===== src/rtl/slatch_arb_pkg.sv =====
// -----------------------------------------------------------------------------
// slatch_arb_pkg
// Shared types, default sizes and the first-eligible search used by the
// slatch_arb write arbiter.
//
// Contents:
//   NREQ_DEF/DEPTH_DEF/AW_DEF/DW_DEF : default configuration
//   NREQ_MAX                         : widest requester vector the search handles
//   state_e                          : sequencer states (ST_IDLE=0, ST_CLEAR=1)
//   grant_t                          : {valid, idx} result of the search
//   rr_pick()                        : first eligible index from a start point
// -----------------------------------------------------------------------------
package slatch_arb_pkg;

  localparam int NREQ_DEF  = 4;
  localparam int DEPTH_DEF = 8;
  localparam int AW_DEF    = 3;
  localparam int DW_DEF    = 16;

  localparam int NREQ_MAX  = 8;

  typedef enum logic {
    ST_IDLE  = 1'b0,
    ST_CLEAR = 1'b1
  } state_e;

  typedef struct packed {
    logic       valid;
    logic [2:0] idx;
  } grant_t;

  // Search start, start+1, ... modulo nreq and return the first set bit.
  // Passing start=0 turns this into a plain lowest-index priority pick.
  function automatic grant_t rr_pick(input logic [NREQ_MAX-1:0] elig,
                                     input logic [2:0]          start,
                                     input int                  nreq);
    grant_t g;
    int     j;
    g = '0;
    for (int k = 0; k < NREQ_MAX; k++) begin
      if (k < nreq) begin
        j = int'(start) + k;
        if (j >= nreq) j = j - nreq;
        if (!g.valid && elig[j[2:0]]) begin
          g.valid = 1'b1;
          g.idx   = j[2:0];
        end
      end
    end
    return g;
  endfunction

endpackage


===== src/rtl/slatch_arb_ldreg.sv =====
// -----------------------------------------------------------------------------
// ldreg_sc
// DW-wide register with load enable and synchronous clear. Clear takes
// priority over load. One instance holds one entry of the control bank.
//
// Ports:
//   clk  : rising-edge clock
//   resl : asynchronous active-low reset, forces q to zero
//   ld   : load d on the next edge
//   clr  : clear q on the next edge (wins over ld)
//   d    : load data
//   q    : stored value
// -----------------------------------------------------------------------------
module ldreg_sc #(
  parameter int DW = 16
) (
  input  logic          clk,
  input  logic          resl,
  input  logic          ld,
  input  logic          clr,
  input  logic [DW-1:0] d,
  output logic [DW-1:0] q
);

  // NOTE: bank entries are storage but still take the async reset, because the
  // bank must read all-zero immediately after reset (including a reset that
  // interrupts a clear sequence).
  always_ff @(posedge clk or negedge resl) begin
    if (!resl) begin
      q <= '0;
    end else if (clr) begin
      q <= '0;
    end else if (ld) begin
      q <= d;
    end
  end

endmodule


===== src/rtl/slatch_arb.sv =====
// -----------------------------------------------------------------------------
// slatch_arb
// Write arbiter and clear sequencer for a bank of DEPTH load-enable registers.
// NREQ requesters share the single write path through a req/ack handshake;
// a clr_req pulse walks the bank clearing one entry per cycle.
//
// Build option:
//   SLATCH_ARB_FIXED_PRI_EN : when defined, lowest eligible index always wins
//                             and the round-robin pointer is removed.
//
// Ports:
//   clk      : rising-edge clock
//   resl     : asynchronous active-low reset
//   req      : per-requester write request level, held until ack
//   addr     : per-requester target address, requester i at [i*AW +: AW]
//   wdata    : per-requester write data, requester i at [i*DW +: DW]
//   ack      : one-cycle pulse the cycle after the requester's write edge
//   clr_req  : pulse that starts a bank clear
//   clr_busy : high while a clear sequence runs
//   raddr    : read address
//   rdata    : bank[raddr], combinational; zero for raddr >= DEPTH
// -----------------------------------------------------------------------------
module slatch_arb
  import slatch_arb_pkg::*;
#(
  parameter int NREQ  = NREQ_DEF,
  parameter int DEPTH = DEPTH_DEF,
  parameter int AW    = AW_DEF,
  parameter int DW    = DW_DEF
) (
  input  logic              clk,
  input  logic              resl,
  input  logic [NREQ-1:0]   req,
  input  logic [NREQ*AW-1:0] addr,
  input  logic [NREQ*DW-1:0] wdata,
  output logic [NREQ-1:0]   ack,
  input  logic              clr_req,
  output logic              clr_busy,
  input  logic [AW-1:0]     raddr,
  output logic [DW-1:0]     rdata
);

  state_e          state;
  logic [AW-1:0]   cnt;
  logic [NREQ-1:0] ack_q;
  logic [NREQ-1:0] ack_d;
  logic [NREQ-1:0] eligible;
  logic [2:0]      start;
  grant_t          grant;
  logic            wr_en;
  logic [AW-1:0]   addr_g;
  logic [DW-1:0]   wdata_g;
  logic [DW-1:0]   q [DEPTH];

`ifndef SLATCH_ARB_FIXED_PRI_EN
  logic [2:0]      ptr;
  logic [2:0]      ptr_d;
  assign start = ptr;
`else
  assign start = '0;
`endif

  // ---------------------------------------------------------------------------
  // Arbitration. A requester whose ack is high this cycle is masked so it
  // cannot be written twice while it is still dropping req.
  // ---------------------------------------------------------------------------
  // NOTE: every signal assigned in this block gets a default first, so no
  // path leaves a value held and no latch is inferred.
  always_comb begin
    eligible = req & ~ack_q;
    grant    = rr_pick(NREQ_MAX'(eligible), start, NREQ);
    // clr_req beats a simultaneous request; that request stays pending.
    wr_en    = (state == ST_IDLE) && !clr_req && grant.valid;
    addr_g   = addr[int'(grant.idx)*AW +: AW];
    wdata_g  = wdata[int'(grant.idx)*DW +: DW];
    ack_d    = '0;
    for (int i = 0; i < NREQ; i++) begin
      ack_d[i] = wr_en && (grant.idx == 3'(i));
    end
  end

`ifndef SLATCH_ARB_FIXED_PRI_EN
  always_comb begin
    ptr_d = ptr;
    if (wr_en) begin
      ptr_d = (int'(grant.idx) == NREQ - 1) ? 3'd0 : grant.idx + 3'd1;
    end
  end
`endif

  // ---------------------------------------------------------------------------
  // Sequencer: IDLE arbitrates writes, CLEAR walks the bank for DEPTH cycles.
  // ---------------------------------------------------------------------------
  // NOTE: sequential state uses non-blocking assignments so every flop samples
  // the pre-edge values regardless of statement order.
  always_ff @(posedge clk or negedge resl) begin
    if (!resl) begin
      state <= ST_IDLE;
      cnt   <= '0;
      ack_q <= '0;
`ifndef SLATCH_ARB_FIXED_PRI_EN
      ptr   <= '0;
`endif
    end else begin
      ack_q <= ack_d;
`ifndef SLATCH_ARB_FIXED_PRI_EN
      ptr   <= ptr_d;
`endif
      case (state)
        ST_IDLE: begin
          if (clr_req) begin
            state <= ST_CLEAR;
            cnt   <= '0;
          end
        end
        ST_CLEAR: begin
          // clr_req is ignored here; the walk always runs to completion.
          if (cnt == AW'(DEPTH - 1)) begin
            state <= ST_IDLE;
            cnt   <= '0;
          end else begin
            cnt <= cnt + 1'b1;
          end
        end
        default: state <= ST_IDLE;
      endcase
    end
  end

  assign ack      = ack_q;
  assign clr_busy = (state == ST_CLEAR);

  // ---------------------------------------------------------------------------
  // Register bank. An address >= DEPTH matches no entry, so such a request is
  // acked without changing the bank.
  // ---------------------------------------------------------------------------
  for (genvar i = 0; i < DEPTH; i++) begin : g_bank
    logic ld;
    logic clr;
    assign ld  = wr_en && (addr_g == AW'(i));
    assign clr = (state == ST_CLEAR) && (cnt == AW'(i));

    ldreg_sc #(.DW(DW)) u_reg (
      .clk  (clk),
      .resl (resl),
      .ld   (ld),
      .clr  (clr),
      .d    (wdata_g),
      .q    (q[i])
    );
  end

  always_comb begin
    rdata = '0;
    if (int'(raddr) < DEPTH) begin
      rdata = q[raddr];
    end
  end

endmodule


===== config.mk =====
export PLATFORM = sky130hd
export DESIGN_NAME = slatch_arb
export DESIGN_NICKNAME = d
export VERILOG_FILES = /design/src/rtl/slatch_arb_pkg.sv /design/src/rtl/slatch_arb_ldreg.sv /design/src/rtl/slatch_arb.sv
export SDC_FILE = /design/constraint.sdc
export NUM_CORES = 1
export LEC_CHECK = 0
export CAP_MARGIN = 0
export CORE_MARGIN = 2
export CORE_UTILIZATION = 56
export CTS_CLUSTER_DIAMETER = 150
export DETAILED_ROUTE_END_ITERATION = 8
export PLACE_DENSITY_LB_ADDON = 0.15
export SLEW_MARGIN = 5
export SYNTH_ARGS = -nofsm -noshare
export SYNTH_HDL_FRONTEND = slang
export SYNTH_SLANG_ARGS = --single-unit

===== constraint.sdc =====
create_clock -name clk -period 5.1 [get_ports clk]
set_clock_uncertainty 0.05 [all_clocks]
set_input_delay 1.02 -clock clk [delete_from_list [all_inputs] [get_ports clk]]
set_output_delay 1.02 -clock clk [all_outputs]
set_load 0.05 [all_outputs]

==> results of run 1 <==
==> cell usage after synthesis, types with 3 or more instances <==
cell type,n
clkbuf_1,21
buf_1,7
buf_6,9
o21ai_0,7
nor2_1,25
nor2b_1,9
a21o_1,4
mux2i_1,131
a21bo_1,3
a31oi_1,3
a21oi_1,41
mux4_2,33
nor3_1,4
nand3b_1,3
a21oi_4,3
dfrtp_1,139
nand3_1,6
nand2b_1,10
nand2_1,217
mux2_2,16
nor3b_1,4
o211ai_1,3
and2_1,5
buf_2,3
ha_1,12
buf_4,6
inv_1,7
==> final cells by class <==
| class | count | area share [%] |
|---|---|---|
| clock buffers | 24 | 4.95 |
| clock inverters | 8 | 0.832 |
| inverters | 9 | 0.340 |
| multi-input cells | 584 | 44.0 |
| flip-flops and latches | 139 | 35.0 |
| well taps | 184 | 2.32 |
| repair buffers | 129 | 12.5 |
==> sequential cells by signal (all words and copies together) (netlist names) <==
signal,count
clr_busy,1
g_bank.u_reg.q,128
cnt,3
ptr,3
ack,4
==> how the worst max path moves through the flow <==
stage / to / slack (ns) / cells past startpoint
floorplan: rdata[0] / 1.30 / 4
global placement: g_bank[2].u_reg.q[12]$_DFFE_PN0P_ / 0.46 / 11
CTS: g_bank[1].u_reg.q[3]$_DFFE_PN0P_ / 0.67 / 13
finish: g_bank[1].u_reg.q[3]$_DFFE_PN0P_ / 0.64 / 13
detailed placement: g_bank[5].u_reg.q[2]$_DFFE_PN0P_ / 0.48 / 11
global route: g_bank[3].u_reg.q[4]$_DFFE_PN0P_ / 0.35 / 13
==> metal layers <==
layer  wire (um)  up-vias  global-route usage, %
met5           0        -                      0
met4         457        0                   9.91
met3        1260       39                   6.31
met2       10900      240                   49.0
met1       10100     3293                   40.8
li1            -     2943                      -
==> cell usage in the layout (no fill, tap or decap), types with 3 or more instances in the layout <==
cell and instances:
nand2_1 217, dfrtp_1 139, mux2i_1 131, clkdlybuf4s50_1 98
a21oi_1 41, mux4_2 33, buf_4 27, nor2_1 25
clkbuf_16 17, mux2_2 16, ha_1 12, nand2b_1 10
nor2b_1 9, inv_1 7, o21ai_0 7, nand3_1 6
and2_1 5, nor3b_1 4, nor3_1 4, a21o_1 4
clkbuf_8 4, a31oi_1 3, o211ai_1 3, nand3b_1 3
a21oi_4 3, a21bo_1 3, clkbuf_1 3
==> through the flow <==
| stage | hold WS, ns | util [%] | instance area [um2] |
|---|---|---|---|
| finish | 0.469 | 69.1 | 9930 |
| global route | 0.484 | 69.1 | 9930 |
| CTS | 0.475 | 69.1 | 9930 |
| detailed placement | 0.464 | 65.1 | 9360 |
| global placement | 0.456 | 65.1 | 9360 |
| floorplan | 0.446 | - | 8150 |
==> worst reg2reg max path: cells and delay by family, from the launching register on <==
family | cells | cell delay (ns)
compound gates | 5 | 1.72
buf+inv | 4 | 0.98
simple gates | 2 | 0.57
fa+ha+maj | 1 | 0.46
flops | 1 | 0.32
mux | 1 | 0.26
==> report_power, final <==
| part | internal (mW) | switching [mW] |
|---|---|---|
| Clock | 0.726 | 0.474 |
| Sequential | 1.46 | 0.217 |
| Combinational | 1.32 | 2.57 |
==> cell families after synthesis <==
kind of cell             Yosys count  synth area share [%]
XOR/XNOR                           1                 0.107
adder cells (fa/ha/maj)           12                  1.84
AO/OA/AOI/OAI                     90                  8.13
buffers and inverters             55                  3.68
flip-flops                       139                  42.7
multiplexers                     180                  27.4
AND/OR/NAND/NOR                  301                  16.2
==> results_dict.tcl, run 1 <==
set metrics [dict create \
    status "finished clean" \
    die_w_um 125 \
    leakage_nw 4.68 \
    path_max_fanout 25 \
    postCtsHoldBufs 0 \
    grtUsageTotal_pct 30.2 \
    drt_iter0_drc 657 \
    worstHoldPathCells 2 \
    synth_area_leaders "dfrtp_1 (43%), mux2i_1 (16%), nand2_1 (10%)" \
    row_count 44 \
    syn_area_per_cell_um2 10.5 \
    layout.nets 978 \
    critPathBufInv 4 \
    holdCritStartpoint "g_bank[6].u_reg.q[1]$_DFFE_PN0P_" \
    post-route-period-util_pct 87.4 \
    cp_data_arrival_time_ns 4.74 \
    timing.rr.end "g_bank[1].u_reg.q[3]$_DFFE_PN0P_" \
    totalWireLength_mm 22.8 \
    crit_path_start "ptr[0]$_DFFE_PN0P_" \
    total_power_mw 6.77 \
    cts.repair.resized 0 \
    drc 0 \
    antenna_found_initial 0 \
    fmax_mhz 224 \
    synth_top_area_cell "dfrtp_1" \
    post_cts_buffers 0 \
    syn-num-nets 876 \
    slowest_stage "a221oi_1" \
    dp_cells 1045 \
    drive_above_1_share_pct 14.6 \
    gr-total-overflow 0 \
    min_period_ns 4.46 \
    grt_setup_unrepaired "no" \
    grt_pass1_wl_mm 36.7 \
    ys.warnings.count 0 \
    design.die.area_um2 15500 \
    peakVddDrop_v 0.000380 \
    die_y_um 125 \
    fill_cells 1058 \
    cts_root_buf "clkbuf_16" \
    clk_latency_ns 0.43 \
    crit-reg2reg-launch "ptr[0]$_DFFE_PN0P_" \
    hold_path_end "g_bank[6].u_reg.q[1]$_DFFE_PN0P_" \
    worst_pin_slew_ns 1.09 \
    crit_type "flip-flop to flip-flop" \
    synth_cells 778 \
    critPathLaunchType "flip-flop" \
    fin_cells 1077 \
    async_flop_share_pct 100 \
    cp.required_ns 5.39 \
    cpPeakStageDelay_ns 0.50 \
    netlist_area_um2 8150 \
    clock_path_buffers 2 \
    ant_nets 0 \
    cts_tree "done" \
    clkSlewWorstSetupHoldPaths_ns 0.06 \
    end_kind "flip-flop" \
    post-dp-hpwl_mm 15.2 \
    path_cells "buf_4, inv_1, ha_1, and3b_1, o211ai_1, and2_1, a311o_1, inv_2, a221oi_1, o21ai_2, a21oi_4, buf_4, mux2i_1" \
    core_um2 14400 \
    h-tree-depth 4 \
    drtPass1Iterations 5 \
    timing.reg2reg.setup_slack_ns 0.64 \
    worstRegToRegCells 13 \
    port_buffers 106 \
    antenna_cells 0 \
    cts.sinks 139 \
    hold_viol 0 \
    critPathMostFrequentCell "buf_4" \
    tns_ns 0 \
    cp_top_family "compound AO/OA/AOI/OAI gates" \
    drv_cap 0 \
    hp-class "flip-flop to flip-flop" \
    max-slew-margin-rel_pct 27.4 \
    powerDensity_nw_per_um2 682 \
    synth_edf_count 0 \
    grt_pass1_vias 6876 \
    ioPinCount 107 \
    ys_seq_area_share_pct 42.7 \
    yosys.cell_types.count 66 \
    area_delta_synth_final_pct 21.8 \
    finalSetupViolCount 0 \
    num_vias 6515 \
    synth_seq_cells 139 \
    synth_flop_cell "dfrtp_1" \
    multi_input_area_um2 4370 \
    routabilityCongestion 0.910 \
    fin_ws_ns 0.644 \
    cts_buffers 17 \
    place_ws_ns 0.483 \
    yosysTopAreaCellShare_pct 42.7 \
    drv_slew 0 \
    seq_area_um2 3480 \
    viasPerCell 6.05 \
    wl_per_cell_um 21.1 \
    grt_max_degree 115 \
    start_util_pct 56.7 \
]
Note: power is estimated with default switching activity, not from simulation.
==> run 2: changes to the inputs <==
- PLACE_DENSITY: not set -> 0.85
- PLACE_DENSITY_LB_ADDON: 0.15 -> not set
==> run 2 against run 1 <==
Compared with the run above:
- routed wire length is 5.1% lower
- clock-buffer cell count decreased by 3
- global-route usage fell by 1.7 points
- worst hold slack better by 0.0041 ns
- critical path depth unchanged
- total power increased by 2.7%
- critical path type unchanged
- setup slack better by 0.070 ns
- sequential cell count unchanged
- cell count did not move
- non-clock buffer count unchanged
- sequential power barely moved
==> results_dict.tcl, run 2 (synthesis gave the netlist of run 1 again) <==
set metrics [dict create \
    postCtsHoldBufs 0 \
    port_buffers 106 \
    cp_data_arrival_time_ns 4.67 \
    fill_cells 1046 \
    largest_register_ffs 128 \
    post-route-period-util_pct 86.0 \
    clock_path_buffers 2 \
    grt_pass1_vias 6769 \
    routabilityCongestion 0.953 \
    holdCritStartpoint "g_bank[1].u_reg.q[0]$_DFFE_PN0P_" \
    drv_cap 0 \
    area_delta_synth_final_pct 22.9 \
    ioPinCount 107 \
    layout_commonest_cell "nand2_1" \
    post-dp-hpwl_mm 14.6 \
    switching_power_mw 3.20 \
    design.die.area_um2 15500 \
    row_count 44 \
    crit_path_start "ptr[0]$_DFFE_PN0P_" \
    drtPass1Iterations 5 \
    cts.repair.resized 0 \
    path_depth 13 \
    grtUsageTotal_pct 28.4 \
    antenna_cells 0 \
    layout.nets 978 \
    post_cts_buffers 0 \
    swShare_pct 46.1 \
    hp-class "flip-flop to flip-flop" \
    critPathBufInv 4 \
    crit-reg2reg-launch "ptr[0]$_DFFE_PN0P_" \
    worstHoldPathCells 2 \
    end_kind "flip-flop" \
    grt_max_degree 110 \
    grt_pass1_wl_mm 34.7 \
    die_y_um 125 \
    viasPerCell 5.99 \
    worstRegToRegCells 13 \
    powerDensity_nw_per_um2 694 \
    power.internal_mw 3.75 \
    cp.required_ns 5.39 \
    clk_latency_ns 0.42 \
    status "finished clean" \
    crit_type "flip-flop to flip-flop" \
    cts_tree "done" \
    slowest_stage "ha_1" \
    drv_slew 0 \
    start_util_pct 56.7 \
    wl_per_cell_um 20.0 \
    die_w_um 125 \
    power.share.clock_pct 20.4 \
    drt_iter0_drc 614 \
    core_um2 14400 \
    drive_above_1_share_pct 15.9 \
    layout_common_cells "nand2_1 (217), dfrtp_1 (139), mux2i_1 (131), clkdlybuf4s50_1 (88), a21oi_1 (41)" \
    clkSlewWorstSetupHoldPaths_ns 0.06 \
    cp_top_family "compound AO/OA/AOI/OAI gates" \
    leakage_nw 4.74 \
    cts_root_buf "clkbuf_16" \
    cpPeakStageDelay_ns 0.46 \
    top_register "g_bank.u_reg.q" \
    critPathLaunchType "flip-flop" \
    grt_setup_unrepaired "no" \
    p_comb_share_pct 55.4 \
    ant_nets 0 \
    h-tree-depth 4 \
    drc 0 \
    antenna_found_initial 0 \
    path_cells "buf_4, inv_1, ha_1, and3b_1, o211ai_1, and2_1, a311o_1, inv_2, a221oi_1, o21ai_2, a21oi_4, buf_12, mux2i_1" \
    num_vias 6452 \
    cts.sinks 139 \
    fmax_mhz 228 \
    hold_viol 0 \
    min_period_ns 4.39 \
    worst_pin_slew_ns 1.04 \
    total_power_mw 6.95 \
    max-slew-margin-rel_pct 30.7 \
    gr-total-overflow 0 \
    tns_ns 0 \
    p_seq_share_pct 24.2 \
    totalWireLength_mm 21.6 \
    path_max_fanout 25 \
    utilization_pct 69.7 \
    cts_buffers 17 \
    finalSetupViolCount 0 \
    peakVddDrop_v 0.000480 \
]
==> run 2: stage by stage <==
| stage | std cells | worst slack, ns | hold WS [ns] | cell area [um2] |
|---|---|---|---|---|
| 4_1_cts | 1077 | 0.752 | 0.476 | 10000 |
| 6_report | 1077 | 0.713 | 0.473 | 10000 |
| 3_5_place_dp | 1045 | 0.461 | 0.462 | 9330 |
| 5_1_grt | 1077 | 0.373 | 0.491 | 10000 |
| 2_1_floorplan | 778 | 1.30 | 0.446 | 8150 |
| 3_3_place_gp | 1045 | 0.581 | 0.457 | 9330 |
==> run 2: area by class of cell <==
cell class | count | area, um2 | area share, %
clock buffers | 21 | 470 | 4.70
clock inverters | 11 | 214 | 2.14
repair buffers | 129 | 1210 | 12.1
inverters | 9 | 33.8 | 0.337
multi-input cells | 584 | 4370 | 43.7
flip-flops and latches | 139 | 3480 | 34.7
well taps | 184 | 230 | 2.30
==> run 2: routing by layer <==
metal	track usage, %	up-vias	part of all wire [%]
met5	0	-	0
met4	9.72	0	2.1
met3	6.74	40	6.4
met2	48.5	235	50
met1	35.7	3235	41
li1	-	2942	-
==> run 2: power groups by stage <==
stage	Sequential, mW	Combinational (mW)	Clock [mW]
2_1_floorplan	1.65	2.74	0
3_3_place_gp	1.67	3.70	0
3_5_place_dp	1.69	3.78	0
4_1_cts	1.68	3.83	1.43
5_1_grt	1.72	4.18	1.48
6_report	1.68	3.85	1.42
==> run 2: tightest hold or removal path, cell delays in order (launching register included) <==
cell and delay, ns:
dfrtp_1 0.37, nand2_1 0.06, mux2i_1 0.05
==> run 2: worst paths after layout <==
check / slack, ns / to
setup / recovery: 0.71 / g_bank[3].u_reg.q[14]$_DFFE_PN0P_
hold / removal: 0.47 / g_bank[1].u_reg.q[0]$_DFFE_PN0P_
hold reg to reg: 0.47 / g_bank[1].u_reg.q[0]$_DFFE_PN0P_
max in group asynchronous: 3.30 / g_bank[7].u_reg.q[9]$_DFFE_PN0P_
min in group asynchronous: 0.66 / cnt[0]$_DFFE_PN0P_
setup reg to reg: 0.71 / g_bank[3].u_reg.q[14]$_DFFE_PN0P_
